$ cat src/rtl/pacman_pkg.sv
`default_nettype none
// +--------------------------------------------------------------------+
// | pacman_pkg: shared types, keycodes and key classification helper    |
// | Rev 1.0                                                             |
// +--------------------------------------------------------------------+
package pacman_pkg;

  typedef enum logic [1:0] {
    UP    = 2'd0,
    DOWN  = 2'd1,
    LEFT  = 2'd2,
    RIGHT = 2'd3
  } dir_t;

  typedef enum logic {
    PACMAN = 1'b0,
    GHOST  = 1'b1
  } player_t;

  typedef enum logic [1:0] {
    IDLE = 2'd0,
    REQ  = 2'd1,
    GAP  = 2'd2
  } sched_state_t;

  localparam logic [7:0] KEY_W     = 8'h1A;
  localparam logic [7:0] KEY_A     = 8'h04;
  localparam logic [7:0] KEY_S     = 8'h16;
  localparam logic [7:0] KEY_D     = 8'h07;
  localparam logic [7:0] KEY_UP    = 8'h52;
  localparam logic [7:0] KEY_DOWN  = 8'h51;
  localparam logic [7:0] KEY_LEFT  = 8'h50;
  localparam logic [7:0] KEY_RIGHT = 8'h4F;

  typedef struct packed {
    logic valid;
    dir_t dir;
  } key_class_t;

  function automatic key_class_t classify_key(
    input logic [7:0] code,
    input logic [7:0] up_code,
    input logic [7:0] down_code,
    input logic [7:0] left_code,
    input logic [7:0] right_code
  );
    key_class_t r;
    r.valid = 1'b1;
    r.dir   = UP;
    if (code == up_code) begin
      r.dir = UP;
    end else if (code == down_code) begin
      r.dir = DOWN;
    end else if (code == left_code) begin
      r.dir = LEFT;
    end else if (code == right_code) begin
      r.dir = RIGHT;
    end else begin
      r.valid = 1'b0;
    end
    return r;
  endfunction

endpackage
`default_nettype wire

$ cat src/rtl/key_press_tracker.sv
`default_nettype none
// +--------------------------------------------------------------------+
// | key_press_tracker: per-player press detect, auto-repeat, pending    |
// | Rev 1.0                                                             |
// +--------------------------------------------------------------------+
module key_press_tracker
  import pacman_pkg::*;
#(
  parameter int unsigned REPEAT_FRAMES = 8,
  parameter logic [7:0]  UP_CODE       = KEY_W,
  parameter logic [7:0]  DOWN_CODE     = KEY_S,
  parameter logic [7:0]  LEFT_CODE     = KEY_A,
  parameter logic [7:0]  RIGHT_CODE    = KEY_D
) (
  input  logic       vga_clk,
  input  logic       reset_n,
  input  logic [7:0] keycode_a_i,
  input  logic [7:0] keycode_b_i,
  input  logic       frame_tick_i,
  input  logic       grant_clr_i,
  output logic       held_o,
  output logic       pend_o,
  output logic [1:0] pend_dir_o
);

  localparam int unsigned    RCW      = (REPEAT_FRAMES == 0) ? 1 : $clog2(REPEAT_FRAMES + 1);
  localparam logic [RCW-1:0] REP_LAST = (REPEAT_FRAMES == 0) ? '0 : RCW'(REPEAT_FRAMES - 1);

  key_class_t     cls_a;
  key_class_t     cls_b;
  key_class_t     cur;
  logic           held_valid_q;
  dir_t           held_dir_q;
  logic [RCW-1:0] rep_cnt_q;
  logic [RCW-1:0] rep_cnt_d;
  logic           pend_q;
  logic           pend_d;
  dir_t           pend_dir_q;
  dir_t           pend_dir_d;
  logic           new_key;
  logic           rep_expire;
  logic           press;

  // Slot A has priority when both slots carry a key for this player.
  always_comb begin
    cls_a = classify_key(keycode_a_i, UP_CODE, DOWN_CODE, LEFT_CODE, RIGHT_CODE);
    cls_b = classify_key(keycode_b_i, UP_CODE, DOWN_CODE, LEFT_CODE, RIGHT_CODE);
    cur   = cls_a.valid ? cls_a : cls_b;
  end

  assign new_key    = cur.valid && (!held_valid_q || (cur.dir != held_dir_q));
  assign rep_expire = (REPEAT_FRAMES != 0) && cur.valid && !new_key &&
                      frame_tick_i && (rep_cnt_q == REP_LAST);
  assign press      = new_key || rep_expire;

  always_comb begin
    rep_cnt_d  = rep_cnt_q;
    pend_d     = pend_q;
    pend_dir_d = pend_dir_q;
    if (!cur.valid || press) begin
      rep_cnt_d = '0;
    end else if (frame_tick_i) begin
      rep_cnt_d = rep_cnt_q + 1'b1;
    end
    // A fresh press outranks a same-cycle grant so the new request survives.
    if (press) begin
      pend_d     = 1'b1;
      pend_dir_d = cur.dir;
    end else if (grant_clr_i) begin
      pend_d = 1'b0;
    end
  end

  always_ff @(posedge vga_clk or negedge reset_n) begin
    if (!reset_n) begin
      held_valid_q <= 1'b0;
      held_dir_q   <= UP;
      rep_cnt_q    <= '0;
      pend_q       <= 1'b0;
      pend_dir_q   <= UP;
    end else begin
      held_valid_q <= cur.valid;
      held_dir_q   <= cur.dir;
      rep_cnt_q    <= rep_cnt_d;
      pend_q       <= pend_d;
      pend_dir_q   <= pend_dir_d;
    end
  end

  assign held_o     = held_valid_q;
  assign pend_o     = pend_q;
  assign pend_dir_o = pend_dir_q;

endmodule
`default_nettype wire

$ cat src/rtl/player_move_scheduler.sv
`default_nettype none
// +--------------------------------------------------------------------+
// | player_move_scheduler: round-robin keyboard-to-movement arbiter     |
// | Rev 1.0                                                             |
// +--------------------------------------------------------------------+
module player_move_scheduler
  import pacman_pkg::*;
#(
  parameter int unsigned REPEAT_FRAMES = 8,
  parameter int unsigned TIMEOUT       = 1024
) (
  input  logic       vga_clk,
  input  logic       reset_n,
  input  logic [7:0] keycode_a,
  input  logic [7:0] keycode_b,
  input  logic       frame_tick,
  input  logic       mv_ack,
  output logic       mv_req,
  output logic       mv_player,
  output logic [1:0] mv_dir,
  output logic       pacman_held,
  output logic       ghost_held,
  output logic       timeout_pulse
);

  localparam int unsigned   TW       = $clog2(TIMEOUT + 1);
  localparam logic [TW-1:0] TMO_LAST = TW'(TIMEOUT - 1);
  localparam logic [TW-1:0] TMO_MAX  = TW'(TIMEOUT);

  logic [1:0]   pend;
  logic [1:0]   grant_clr;
  logic [1:0]   pac_pend_dir;
  logic [1:0]   ghost_pend_dir;

  sched_state_t state_q;
  sched_state_t state_d;
  player_t      rr_ptr_q;
  player_t      rr_ptr_d;
  player_t      mv_player_q;
  player_t      mv_player_d;
  logic [1:0]   mv_dir_q;
  logic [1:0]   mv_dir_d;
  logic [TW-1:0] tmr_q;
  logic [TW-1:0] tmr_d;
  logic         timeout_q;
  logic         timeout_d;
  player_t      grant_player;

  key_press_tracker #(
    .REPEAT_FRAMES (REPEAT_FRAMES),
    .UP_CODE       (KEY_W),
    .DOWN_CODE     (KEY_S),
    .LEFT_CODE     (KEY_A),
    .RIGHT_CODE    (KEY_D)
  ) u_pac_tracker (
    .vga_clk      (vga_clk),
    .reset_n      (reset_n),
    .keycode_a_i  (keycode_a),
    .keycode_b_i  (keycode_b),
    .frame_tick_i (frame_tick),
    .grant_clr_i  (grant_clr[0]),
    .held_o       (pacman_held),
    .pend_o       (pend[0]),
    .pend_dir_o   (pac_pend_dir)
  );

  key_press_tracker #(
    .REPEAT_FRAMES (REPEAT_FRAMES),
    .UP_CODE       (KEY_UP),
    .DOWN_CODE     (KEY_DOWN),
    .LEFT_CODE     (KEY_LEFT),
    .RIGHT_CODE    (KEY_RIGHT)
  ) u_ghost_tracker (
    .vga_clk      (vga_clk),
    .reset_n      (reset_n),
    .keycode_a_i  (keycode_a),
    .keycode_b_i  (keycode_b),
    .frame_tick_i (frame_tick),
    .grant_clr_i  (grant_clr[1]),
    .held_o       (ghost_held),
    .pend_o       (pend[1]),
    .pend_dir_o   (ghost_pend_dir)
  );

  always_comb begin
    state_d      = state_q;
    rr_ptr_d     = rr_ptr_q;
    mv_player_d  = mv_player_q;
    mv_dir_d     = mv_dir_q;
    tmr_d        = tmr_q;
    timeout_d    = 1'b0;
    grant_player = rr_ptr_q;
    grant_clr    = 2'b00;
    unique case (state_q)
      IDLE: begin
        if (pend != 2'b00) begin
          if (pend != 2'b11) begin
            grant_player = pend[1] ? GHOST : PACMAN;
          end
          mv_player_d = grant_player;
          mv_dir_d    = (grant_player == GHOST) ? ghost_pend_dir : pac_pend_dir;
          grant_clr   = (grant_player == GHOST) ? 2'b10 : 2'b01;
          tmr_d       = '0;
          state_d     = REQ;
        end
      end
      REQ: begin
        // Ack wins over a timeout expiring in the same cycle.
        if (mv_ack) begin
          state_d  = GAP;
          rr_ptr_d = (mv_player_q == PACMAN) ? GHOST : PACMAN;
        end else if (tmr_q == TMO_LAST) begin
          state_d   = GAP;
          rr_ptr_d  = (mv_player_q == PACMAN) ? GHOST : PACMAN;
          timeout_d = 1'b1;
        end else if (tmr_q != TMO_MAX) begin
          tmr_d = tmr_q + 1'b1;
        end
      end
      GAP: begin
        state_d = IDLE;
      end
      default: begin
        state_d = IDLE;
      end
    endcase
  end

  always_ff @(posedge vga_clk or negedge reset_n) begin
    if (!reset_n) begin
      state_q     <= IDLE;
      rr_ptr_q    <= PACMAN;
      mv_player_q <= PACMAN;
      mv_dir_q    <= 2'd0;
      tmr_q       <= '0;
      timeout_q   <= 1'b0;
    end else begin
      state_q     <= state_d;
      rr_ptr_q    <= rr_ptr_d;
      mv_player_q <= mv_player_d;
      mv_dir_q    <= mv_dir_d;
      tmr_q       <= tmr_d;
      timeout_q   <= timeout_d;
    end
  end

  // Decoded from the state register so reset removes the request immediately.
  assign mv_req        = (state_q == REQ);
  assign mv_player     = mv_player_q;
  assign mv_dir        = mv_dir_q;
  assign timeout_pulse = timeout_q;

endmodule
`default_nettype wire
$ cat config.mk
export PLATFORM = sky130hd
export DESIGN_NAME = player_move_scheduler
export DESIGN_NICKNAME = d
export VERILOG_FILES = /design/src/rtl/pacman_pkg.sv /design/src/rtl/key_press_tracker.sv /design/src/rtl/player_move_scheduler.sv
export SDC_FILE = /design/constraint.sdc
export NUM_CORES = 1
export LEC_CHECK = 0
export CORE_ASPECT_RATIO = 0.8
export CORE_MARGIN = 10
export CORE_UTILIZATION = 55
export DETAILED_ROUTE_END_ITERATION = 8
export PLACE_DENSITY = 0.78
export SLEW_MARGIN = 20
export SYNTH_ARGS = -nofsm -noshare
export SYNTH_HDL_FRONTEND = slang
export SYNTH_SLANG_ARGS = --single-unit
$ cat constraint.sdc
create_clock -name vga_clk -period 4.4 [get_ports vga_clk]
set_input_delay 0.88 -clock vga_clk [delete_from_list [all_inputs] [get_ports vga_clk]]
set_output_delay 0.88 -clock vga_clk [all_outputs]
set_load 0.02 [all_outputs]
Yosys cells after proc, flatten, opt, wreduce, memory -nomap -nowiden --
Index checks and enable logic that the tools add are counted.
Operators by class: $add $sub $neg 3, equal/unequal tests 29, multiplexer cells 65, reductions and logical operators 32
Operator list (number):
- 8-bit by 7-bit == test with 1-bit output (second input constant) | 8
- 2-bit 2-to-1 mux | 23
- 11-bit 2-to-1 mux | 4
- 8-bit by 3-bit == test with 1-bit output (second input constant) | 4
- 8-bit by 5-bit == test with 1-bit output (second input constant) | 4
- 1-bit 2-to-1 mux | 30
- 11-bit one-hot mux with 2 select lines | 1
- 4-bit 2-to-1 mux | 4
- 2-bit nonzero test | 7
- 11-bit by 1-bit adder with 11-bit output (second input constant) | 1
- 11-bit by 10-bit == test with 1-bit output (second input constant) | 1
- 11-bit != test (second input constant) | 1
- 4-bit by 1-bit adder with 4-bit output (second input constant) | 2
- 4-bit by 3-bit == test with 1-bit output (second input constant) | 2
- 1-bit logical AND | 8
- 2-bit != test (second input constant) | 4
- 1-bit zero test | 6
- 1-bit logical OR | 6
- 3-bit 2-to-1 mux | 2
- 2-bit AND reduction | 3
- 5-bit AND reduction | 1
- 2-bit != test | 2
- 2-bit one-hot mux with 2 select lines | 1
- 3-bit by 2-bit != test with 1-bit output (second input constant) | 1
- other kinds (3) | 3
Storage, ports and cells: flip-flop bits (word level) 38, output and inout port bits 7, word-level logic and storage cells 145

Longest topological paths before layout --
depth in word-level cells 16, depth in mapped cells 7, mapped depth without buffers 7

Cells and area by module --
From an unflattened synthesis, not the netlist that was laid out.
Second synthesis, totals: cell total of the unflattened synthesis 233, area total of the unflattened synthesis 2383.5 um2
By module, submodules not included:
- player_move_scheduler | instances 1, cells each 101, area each 1024.7 um2, seq. area each 450.4 um2
- key_press_tracker (u_pac_tracker) | instances 1, cells each 65, area each 690.7 um2, seq. area each 250.2 um2
- key_press_tracker (u_ghost_tracker) | instances 1, cells each 67, area each 668.1 um2, seq. area each 250.2 um2

Worst setup path before layout --
Ideal clock, no wire load.
kind in2reg, start point in keycode_a[5], end point reg u_pac_tracker.pend_q, in the netlist u_pac_tracker.pend_o, arrival time 2714 ps, required time 4273 ps, slack 1559 ps, stages on the path 6, path buffers 0, path through or3_1 -> or3_1 -> a21boi_0 -> mux2i_1 -> a21oi_1 -> or2_2
RTL lines:
- from (decl) | RTL line player_move_scheduler.sv:14 | input logic [7:0] keycode_a,
- to (signal assigned) | RTL line key_press_tracker.sv:85 | pend_q <= pend_d;
- to (decl) | RTL line key_press_tracker.sv:36 | logic pend_q;

==> implementation parameters <==
Parameter                              Value

Worst setup path
  CP Max Fanout ... 6
  Worst endpoint required time ... 4.57 ns
  Arrival time worst endpoint ... 3.40 ns
  Element type at the critical path start ... input port
  Kind of critical path ... input port to register
  Element type at the critical path end ... register

Detailed routing
  TritonRoute pass-1 iters ... 4
  Vias per cell ... 6.00
  DRC ... 0
  Per-cell routed wire length ... 16.4 um
  Final routed wirelength across all metal layers ... 4660 um
  Via count ... 1,709
  DRT iter0 DRCs ... 100
  Residual antenna-violating net count after detailed routing ... 0

Clock network
  Clock buffer count from CTS ... 5
  H-tree level count ... 2
  Root Driver ... clkbuf_8
  Hold buffer count at CTS ... 0
  Cts repair resizes ... 0
  Clock tree buffer depth ... 2
  CTS Sinks ... 38
  Number of buffers added for setup after CTS ... 0
  Clock input transition at the sequential cells of the worst setup and hold paths ... 0.07 ns
  Worst-skew pair later-pin latency ... 0.29 ns
  CTS tree ... built

Power
  Cell leakage power ... 1.08 nW
  P per Cell Area ... 381 nW/um2
  Worst-case vdd ir drop ... 0.000343 V

Floorplan
  Number of placed I/O pins ... 27
  Number of placement rows ... 19
  Y dimension of the die ... 75.1 um
  Die area ... 6680 um2
  Horizontal die dimension ... 88.9 um
  Core ar. ... 3540 um2
  Starting Density ... 59.0%

Global route
  GRT Resource Usage Total ... 14.9%
  Congestion Overflow GR ... 0
  Largest net degree at the start of global routing ... 39
  Initial antenna violation count ... 0
  Wire length of the first global-routing pass ... 7820 um
  Number of global-route vias before repair ... 1,693

Timing
  Unrepaired setup endpoints after global routing ... no
  Clk_skew ... 0.00537 ns
  Slew margin rel. ... 59.8%
  Setup TNS Final ... 0 ns
  Number of slew-limit violations in the final report ... 0
  Period Utilization, post-route ... 73.3%
  Setup-violating endpoint count in the final report ... 0
  Worst Tran Pin Value ... 0.597 ns
  Time the final worst path needs with I/O delays and setup ... 3.23 ns
  Highest clock rate ... 310 MHz
  Number of hold-slack violations in the final timing report ... 0

Cells and area
  Number of nets in the layout ... 266
  Synthesis-to-finish area growth ... 19.6%
  Diodes inserted ... 0
  Number of inserted filler cells in the final layout ... 249
  Fraction of final layout cells sized beyond drive strength 1 ... 7.00%
  Area of all placed cells without fillers ... 2500 um2

Synthesis
  Cell count after synthesis ... 213
  Synthesized area ... 2090 um2
  Post-Syn Area per Cell ... 9.81 um2
  Top cells by instance count after synthesis ... dfrtp_1, nor2_1, nand2_1, inv_1, xor2_1
  Primary flip-flop cell chosen by synthesis mapping ... dfrtp_1
  Proportion of register bits with asynchronous set or reset after synthesis ... 100%
  Top-count cell post-synth ... dfrtp_1
  Share of the synthesized area in the top cell type ... 45.5%
  Count of synthesis-stage warnings from yosys ... 0
  Mapped Nets ... 237
  Dominant cells by area after synthesis ... dfrtp_1, xor2_1, xnor2_1
  Number of synthesized flops with an enable pin ... 0
  #FFs+latches synth ... 38
  Top cell type by total area after synthesis ... dfrtp_1
  Library cells used by synthesis ... 53
  Sequential fraction of the synthesis area ... 45.5%

Placement
  Cell area after placement ... 2390 um2
  Half-perimeter wire length after detailed placement ... 3520 um
  Port bufs ... 26
  Global placement routability congestion ... 0.878

Status
  Outcome ... complete, no violations

Run
  MaxCap Viol Count ... 0

Hold path
  Hold Path Class ... register to register
-- metal layers --
| layer | vias up | global-route usage, % | share of wire (%) |
|---|---|---|---|
| li1 | 830 | - | - |
| met1 | 818 | 18.2 | 45 |
| met2 | 50 | 24.1 | 47 |
| met3 | 11 | 4.31 | 6.0 |
| met4 | 0 | 6.26 | 1.6 |
| met5 | - | 0 | 0 |
-- final cells by class --
class / instances / area, um2 / share of cell area [%]
timing repair buffer: 27 / 268 / 10.7
inverter: 12 / 45.0 / 1.80
clock buffer: 8 / 110 / 4.40
sequential: 38 / 951 / 38.0
tap: 42 / 52.6 / 2.10
multi-input combinational: 158 / 1070 / 42.9
-- logic make-up after synthesis --
family / after synthesis / share of synthesized area, %
xor gates and xnor gates: 23 / 9.64
DFF: 38 / 45.5
adders and majority gates: 4 / 2.40
muxes: 4 / 1.98
buffers and inverters: 17 / 3.11
AOI/OAI and AO/OA: 32 / 11.0
and+or+nand+nor: 95 / 26.4
-- cells in the final DEF (no fill, tap or decap), drive strengths merged, types with 3 or more instances in the layout --
master,synthesis,routed
nand4,9,9
xnor2,11,11
clkdlybuf4s50,0,26
xor2,12,12
or3,5,5
nor2b,3,3
a21oi,5,5
and3,4,4
nor2,20,20
dfrtp,38,38
a31oi,3,3
nand4b,5,5
clkbuf,3,8
mux2i,3,3
o21ai,8,8
nand2,13,13
o21a,3,3
nand3,8,8
nand3b,4,4
ha,4,4
inv,12,12
nor4,3,3
nor3,7,7
-- worst max-delay path: stages --
cell             delay (ns)
clkdlybuf4s50_1        0.43
or3_1                  0.46
or3_1                  0.42
a21boi_0               0.37
mux2i_1                0.38
a21oi_1                0.15
or2_2                  0.31
-- worst paths after layout --
path                       cells after the start    startpoint                          end  slack, ns
min reg2reg                                    1     mv_player                     rr_ptr_q       0.47
max                                            7  keycode_a[5]         u_pac_tracker.pend_o       1.17
max in group asynchronous                      2       reset_n  u_pac_tracker.pend_dir_o[0]       3.08
min in group asynchronous                      2       reset_n   u_pac_tracker.rep_cnt_q[2]       1.00
min                                            1     mv_player                     rr_ptr_q       0.47
max reg2reg                                    7      tmr_q[0]                     tmr_q[7]       2.25
-- report_power, final --
part	total (mW)	switching, mW	internal (mW)
combinational	0.241	0.139	0.102
sequential	0.434	0.0383	0.396
clock	0.277	0.119	0.158
total	0.952	0.296	0.656
-- registers in the layout, indices dropped and copies added (netlist names), 2 cells and up --
signal	count
mv_dir	2
state_q	2
tmr_q	11
u_ghost_tracker.held_dir_q	2
u_ghost_tracker.pend_dir_o	2
u_ghost_tracker.rep_cnt_q	4
u_pac_tracker.held_dir_q	2
u_pac_tracker.pend_dir_o	2
u_pac_tracker.rep_cnt_q	4
-- stage by stage --
step           hold slack (ns)  std cells  setup WS, ns  util [%]  total power, mW
5_1_grt                  0.521        285          1.06      70.6             1.01
2_1_floorplan            0.462        213          1.56         -            0.578
6_report                 0.472        285          1.17      70.6            0.952
3_5_place_dp             0.463        277         0.899      67.5            0.679
3_3_place_gp             0.453        277         0.992      67.5            0.671
4_1_cts                  0.476        285          1.19      70.6            0.954
Power figures use the tool's default switching activity.
